## config.mk

```make
export PLATFORM = sky130hd
export DESIGN_NAME = fft32_frame_ctrl
export DESIGN_NICKNAME = d
export VERILOG_FILES = /design/src/rtl/fft32_frame_ctrl.sv
export SDC_FILE = /design/constraint.sdc
export NUM_CORES = 2
export LEC_CHECK = 0
export BUFFER_PORTS_ARGS = -buffer_cell sky130_fd_sc_hd__clkbuf_2
export CAP_MARGIN = 20
export CELL_PAD_IN_SITES_DETAIL_PLACEMENT = 1
export CELL_PAD_IN_SITES_GLOBAL_PLACEMENT = 2
export CORE_AREA = 8 8 508 510
export DETAILED_ROUTE_END_ITERATION = 12
export DIE_AREA = 0 0 516 518
export GPL_ROUTABILITY_DRIVEN = 0
export GPL_TIMING_DRIVEN = 0
export PLACE_DENSITY = 0.71
export REMOVE_ABC_BUFFERS = 1
export SYNTH_ARGS = -nofsm -noshare
export SYNTH_HDL_FRONTEND = slang
export SYNTH_SLANG_ARGS = --single-unit
```

## constraint.sdc

```tcl
create_clock -name clk -period 5.65 [get_ports clk]
set_input_delay 1.13 -clock clk [delete_from_list [all_inputs] [get_ports clk]]
set_output_delay 1.13 -clock clk [all_outputs]
set_load 0.005 [all_outputs]
```

## src/rtl/fft32_frame_ctrl.sv

```systemverilog
// fft32_frame_ctrl: gathers 32 serial ADC samples into a parallel frame,
// holds the FFT core enabled for its fixed latency, snapshots the 32 complex
// results and drains them one bin per valid/ready handshake.
module fft32_frame_ctrl #(
  parameter int ADC_DATA_WIDTH = 8,
  parameter int DATA_WIDTH     = 16,
  parameter int FFT_LATENCY    = 4
) (
  input  logic                         clk,
  input  logic                         reset,
  input  logic                         s_valid,
  output logic                         s_ready,
  input  logic [ADC_DATA_WIDTH-1:0]    s_data,
  output logic [32*ADC_DATA_WIDTH-1:0] adc_frame,
  output logic                         PU_enable,
  input  logic [32*DATA_WIDTH-1:0]     fft_real,
  input  logic [32*DATA_WIDTH-1:0]     fft_imag,
  output logic                         m_valid,
  input  logic                         m_ready,
  output logic [DATA_WIDTH-1:0]        m_real,
  output logic [DATA_WIDTH-1:0]        m_imag,
  output logic [4:0]                   m_index,
  output logic                         m_last,
  output logic                         frame_done,
  output logic                         busy
);

  typedef enum logic [1:0] {
    FILL    = 2'd0,
    COMPUTE = 2'd1,
    DRAIN   = 2'd2
  } state_t;

  // Latency counter value seen on the edge that captures the core results.
  localparam logic [7:0] LAT_LAST = 8'(FFT_LATENCY - 1);

  state_t                    state;
  state_t                    state_nxt;
  logic [4:0]                sample_cnt;
  logic [7:0]                lat_cnt;
  logic [32*DATA_WIDTH-1:0]  cap_real;
  logic [32*DATA_WIDTH-1:0]  cap_imag;
  logic [4:0]                next_index;
  logic                      s_accept;
  logic                      lat_done;
  logic                      m_accept;
  logic                      last_accept;

  assign s_accept    = (state == FILL) && s_valid && s_ready;
  assign lat_done    = (state == COMPUTE) && (lat_cnt == LAT_LAST);
  assign m_accept    = (state == DRAIN) && m_valid && m_ready;
  assign last_accept = m_accept && (m_index == 5'd31);
  assign next_index  = m_index + 5'd1;

  // Next-state decode: fill -> compute after 32 accepts, compute -> drain at
  // capture, drain -> fill once bin 31 is taken.
  always_comb begin
    state_nxt = state;
    case (state)
      FILL:    if (s_accept && (sample_cnt == 5'd31)) state_nxt = COMPUTE;
      COMPUTE: if (lat_done) state_nxt = DRAIN;
      DRAIN:   if (last_accept) state_nxt = FILL;
      default: state_nxt = FILL;
    endcase
  end

  // State register plus the control outputs, registered from the next state
  // so they change on the same edge as the state itself.
  always_ff @(posedge clk or negedge reset) begin
    if (!reset) begin
      state     <= FILL;
      s_ready   <= 1'b0;
      PU_enable <= 1'b0;
      m_valid   <= 1'b0;
      busy      <= 1'b0;
    end else begin
      state     <= state_nxt;
      s_ready   <= (state_nxt == FILL);
      PU_enable <= (state_nxt == COMPUTE);
      m_valid   <= (state_nxt == DRAIN);
      busy      <= (state_nxt != FILL);
    end
  end

  // Frame assembly, latency timing, result snapshot and bin sequencing.
  always_ff @(posedge clk or negedge reset) begin
    if (!reset) begin
      sample_cnt <= '0;
      lat_cnt    <= '0;
      adc_frame  <= '0;
      cap_real   <= '0;
      cap_imag   <= '0;
      m_real     <= '0;
      m_imag     <= '0;
      m_index    <= '0;
      m_last     <= 1'b0;
      frame_done <= 1'b0;
    end else begin
      frame_done <= last_accept;

      if (s_accept) begin
        adc_frame[int'(sample_cnt)*ADC_DATA_WIDTH +: ADC_DATA_WIDTH] <= s_data;
        sample_cnt <= sample_cnt + 5'd1;
      end

      if (state == COMPUTE) begin
        if (lat_done) begin
          lat_cnt  <= '0;
          cap_real <= fft_real;
          cap_imag <= fft_imag;
          m_real   <= fft_real[DATA_WIDTH-1:0];
          m_imag   <= fft_imag[DATA_WIDTH-1:0];
          m_index  <= '0;
          m_last   <= 1'b0;
        end else begin
          lat_cnt <= lat_cnt + 8'd1;
        end
      end

      if (m_accept) begin
        if (last_accept) begin
          m_index <= '0;
          m_last  <= 1'b0;
        end else begin
          m_index <= next_index;
          m_real  <= cap_real[int'(next_index)*DATA_WIDTH +: DATA_WIDTH];
          m_imag  <= cap_imag[int'(next_index)*DATA_WIDTH +: DATA_WIDTH];
          m_last  <= (next_index == 5'd31);
        end
      end
    end
  end

endmodule
```

==> metrics.md <==
| Metric | Value |
|---|---|
| I/O pin count | `about 1300` |
| Fraction of final layout cells with drive strength greater than 1 | `0.300` |
| Input/output buffers | `~1300` |
| Finished layout cell area | `around 0.077 sq mm` |
| Cell type with the highest aggregate area in the netlist | `sky130_fd_sc_hd__dfrtp_1` |
| Number of DRC violations after detailed routing | `0` |
| Sinks on the clock net | `around 1300` |
| Final-report setup violation count | `0` |
| Resized cells post-CTS | `0` |
| Register-to-register setup slack | `about 1.1 ns` |
| Path class of the lowest-slack min-delay path | `in -> async` |
| Number of violations of the max-capacitance limit | `0` |
| Count of H-tree levels built during CTS | `4` |
| Setup repair after global routing missed its margin | `no` |
| Worst setup slack after layout | `1.13 ns` |
| Worst rel slew slack | `0.284` |
| Worst setup timing slack at the placement stage | `between 0.9 and 1 ns` |
| Most common library cell in the layout ignoring fill and taps | `sky130_fd_sc_hd__nand2_1` |
| Floorplan Core Area | `between 0.2 and 0.3 sq mm` |
| Area Growth Syn to Fin | `30.2%` |
| Via count | `~49000` |
| EDFF count, synth | `0` |
| Type of the worst setup path | `reg -> reg` |
| Vias in the first global route | `around 53000` |
| Highest achievable clock rate | `0.221 GHz` |
| Die area | `between 0.2 and 0.3 sq mm` |
| Result of the run | `finished, final reports clean` |
| Largest stage delay, worst path | `0.62 ns` |
| Unique masters post-synth | `63` |
| Number of buffers inserted during clock tree synthesis | `162` |
| Sequential-to-total area share from yosys stat | `0.567` |
| Routed WL per cell | `between 20 and 25 um` |
| Post-synthesis cell count | `~6000` |
| Horiz. Die Dim | `roughly 520 um` |
| Critical Path AT | `5.22 ns` |
| TNS Setup | `0 ns` |
| Number of buffers added to fix hold violations after cts | `0` |
| Count of antenna-violating nets left after detailed routing | `0` |
| Placed inst area | `0.0711 sq mm` |
| DR pass1 iterations | `7` |
| Top_reg_cell synth | `sky130_fd_sc_hd__dfrtp_1` |
| Slowest cell on the critical path | `sky130_fd_sc_hd__nand4_1` |
| Area fraction of the dominant cell type after synthesis | `0.567` |
| Synth top area cells | `sky130_fd_sc_hd__dfrtp_1 57%, sky130_fd_sc_hd__nand2_1 21%, sky130_fd_sc_hd__mux4_2 10%` |
| Clock tree skew after final layout | `about 0.068 ns` |
| Via-to-Cell Ratio | `4.53` |
| Clock tree from TritonCTS | `done` |
| Count of filler cells inserted in the layout | `just under 30000` |
| Synthesis-stage register bit count | `approximately 1300` |
| Initial Utilization | `0.236` |
| Period utilization | `0.800` |
| Number of nets in the finished design | `between 8000 and 9000` |
| Total of warnings raised by yosys | `0` |
| Average instance area after synthesis | `around 9.9 sq um` |
| Setup Buffers After CTS | `0` |
| Pin slew with the least headroom to its limit | `~1.1 ns` |
| Cell area after synthesis | `roughly 0.06 sq mm` |
| Total count of max-transition violations in the final report | `0` |
| Count of endpoints failing hold in the final timing report | `0` |
| Number of rows in the core area | `around 180` |
| Worst vdd ir | `0.000259 V` |
| Post-synthesis async set-or-reset flop share | `1.00` |
| Total track usage | `0.196` |
| Total wirelength of the detailed-routed design | `approximately 270000 um` |
| DRC violation total after the first TritonRoute iteration | `about 3300` |
| Most common cell on crit path | `sky130_fd_sc_hd__buf_8` |
| Placed wire-length estimate after detailed placement | `about 210000 um` |
| Power density cells | `about 450 mW/mm^2` |
| Buffer depth of the longest clock path | `3` |
| Most frequent cells in the layout | `3350 x sky130_fd_sc_hd__nand2_1, 1337 x sky130_fd_sc_hd__dfrtp_1, 1333 x sky130_fd_sc_hd__clkbuf_2` |
| CP cell instances | `nor4_1 > nand4_1 > buf_16 > buf_16 > buf_8 > buf_8 > buf_16 > buf_16 > buf_8 > buf_8 > buf_16 > buf_8 > buf_8 > buf_8 > buf_16 > buf_8 > a21oi_1 > a32o_1 > a311oi_1` |
| Die span in y | `518 um` |
| Required time of the critical path | `between 6 and 7 ns` |
| Antenna violations before repair | `174` |
| Total grt overflow | `0` |
| Wire length of the first global-routing pass | `roughly 390000 um` |
| Endpoint class of the critical path | `flip-flop` |
| Clock latency reported for the late side of the worst-skew pair | `0.83 ns` |
| Time the worst path needs with I/O delays and setup | `roughly 4.5 ns` |
| Critical Path Start Type | `flip-flop` |
| CTS root buf | `sky130_fd_sc_hd__clkbuf_16` |
| Maximum fanout along the worst path | `19` |
| Static leakage power | `0.0365 uW` |
| Maximum number of pins on one net before global-route repair | `111` |
| Clock transition at path regs | `around 0.060 ns` |
==> Yosys cell counts (22+ instances only) <==
library cell	n
sky130_fd_sc_hd__a21oi_1	48
sky130_fd_sc_hd__and3_1	40
sky130_fd_sc_hd__buf_2	147
sky130_fd_sc_hd__buf_4	22
sky130_fd_sc_hd__clkbuf_1	179
sky130_fd_sc_hd__dfrtp_1	1338
sky130_fd_sc_hd__mux2_2	162
sky130_fd_sc_hd__mux4_2	270
sky130_fd_sc_hd__nand2_1	3350
sky130_fd_sc_hd__nand3_1	25
sky130_fd_sc_hd__nor2_1	58
sky130_fd_sc_hd__o21ai_0	65
==> critical path: cells and delay by family, from the launching register on <==
family | cells | cell delay [ns]
flip-flops | 1 | 0.42
AO/OA/AOI/OAI | 3 | 0.33
AND/OR/NAND/NOR | 2 | 1.08
buffers and inverters | 14 | 2.49
==> worst paths after layout <==
path                          startpoint            end  cells past startpoint
setup / recovery              lat_cnt[5]     m_real[15]                     19
hold / removal                     reset  cap_real[464]                      1
setup reg to reg              lat_cnt[5]     m_real[15]                     19
hold reg to reg            cap_imag[144]  cap_imag[144]                      2
max in group asynchronous          reset     m_index[0]                      6
min in group clk           cap_imag[144]  cap_imag[144]                      2
==> flip-flops by register name (all words and copies together) (netlist names), 2 cells and up <==
register and flops:
adc_frame 256, m_imag 16, state 2, cap_imag 512, m_index 5, sample_cnt 5, lat_cnt 8, cap_real 512
m_real 16
==> logic make-up after synthesis <==
kind of cell	count (synthesis)	synth area share
AOI/OAI and AO/OA	222	0.0247
xor gates and xnor gates	15	0.00254
adders and majority gates	8	0.00170
buffers and inverters	381	0.0305
DFF	1338	0.567
muxes	454	0.141
and+or+nand+nor	3553	0.233
==> per-layer routing <==
metal	track usage	vias up	part of all wire	wire, um
met3	0.0621	516	0.074	19800
met4	0.0707	138	0.035	9350
met2	0.334	1390	0.49	132000
met5	0	-	0.0032	871
li1	-	22000	-	-
met1	0.231	24800	0.40	106000
==> per-stage QoR <==
step / power (uW) / util / hold slack [ns] / cells
floorplan: 21600 / - / 0.437 / 5606
global placement: 26500 / 0.273 / 0.451 / 10300
detailed placement: 24200 / 0.284 / 0.458 / 10400
CTS: 35400 / 0.307 / 0.205 / 10700
global route: 36900 / 0.307 / 0.248 / 10800
finish: 34800 / 0.307 / 0.277 / 10800
==> power breakdown <==
part           internal, uW  switching [uW]
Clock                  6330            4640
Sequential            12300            1710
Combinational          4420            5410
==> layout make-up <==
| type | count | area, sq um | share of cell area |
|---|---|---|---|
| Antenna cell | 74 | 185 | 0.00241 |
| Clock buffer | 240 | 4770 | 0.0620 |
| Clock inverter | 55 | 832 | 0.0108 |
| Inverter | 16 | 60.1 | 0.000781 |
| Multi-Input combinational cell | 4252 | 23900 | 0.310 |
| Sequential cell | 1338 | 33500 | 0.436 |
| Tap cell | 3348 | 4190 | 0.0545 |
| Timing Repair Buffer | 1475 | 9500 | 0.124 |
No activity file was read; power rests on OpenSTA's default activity.
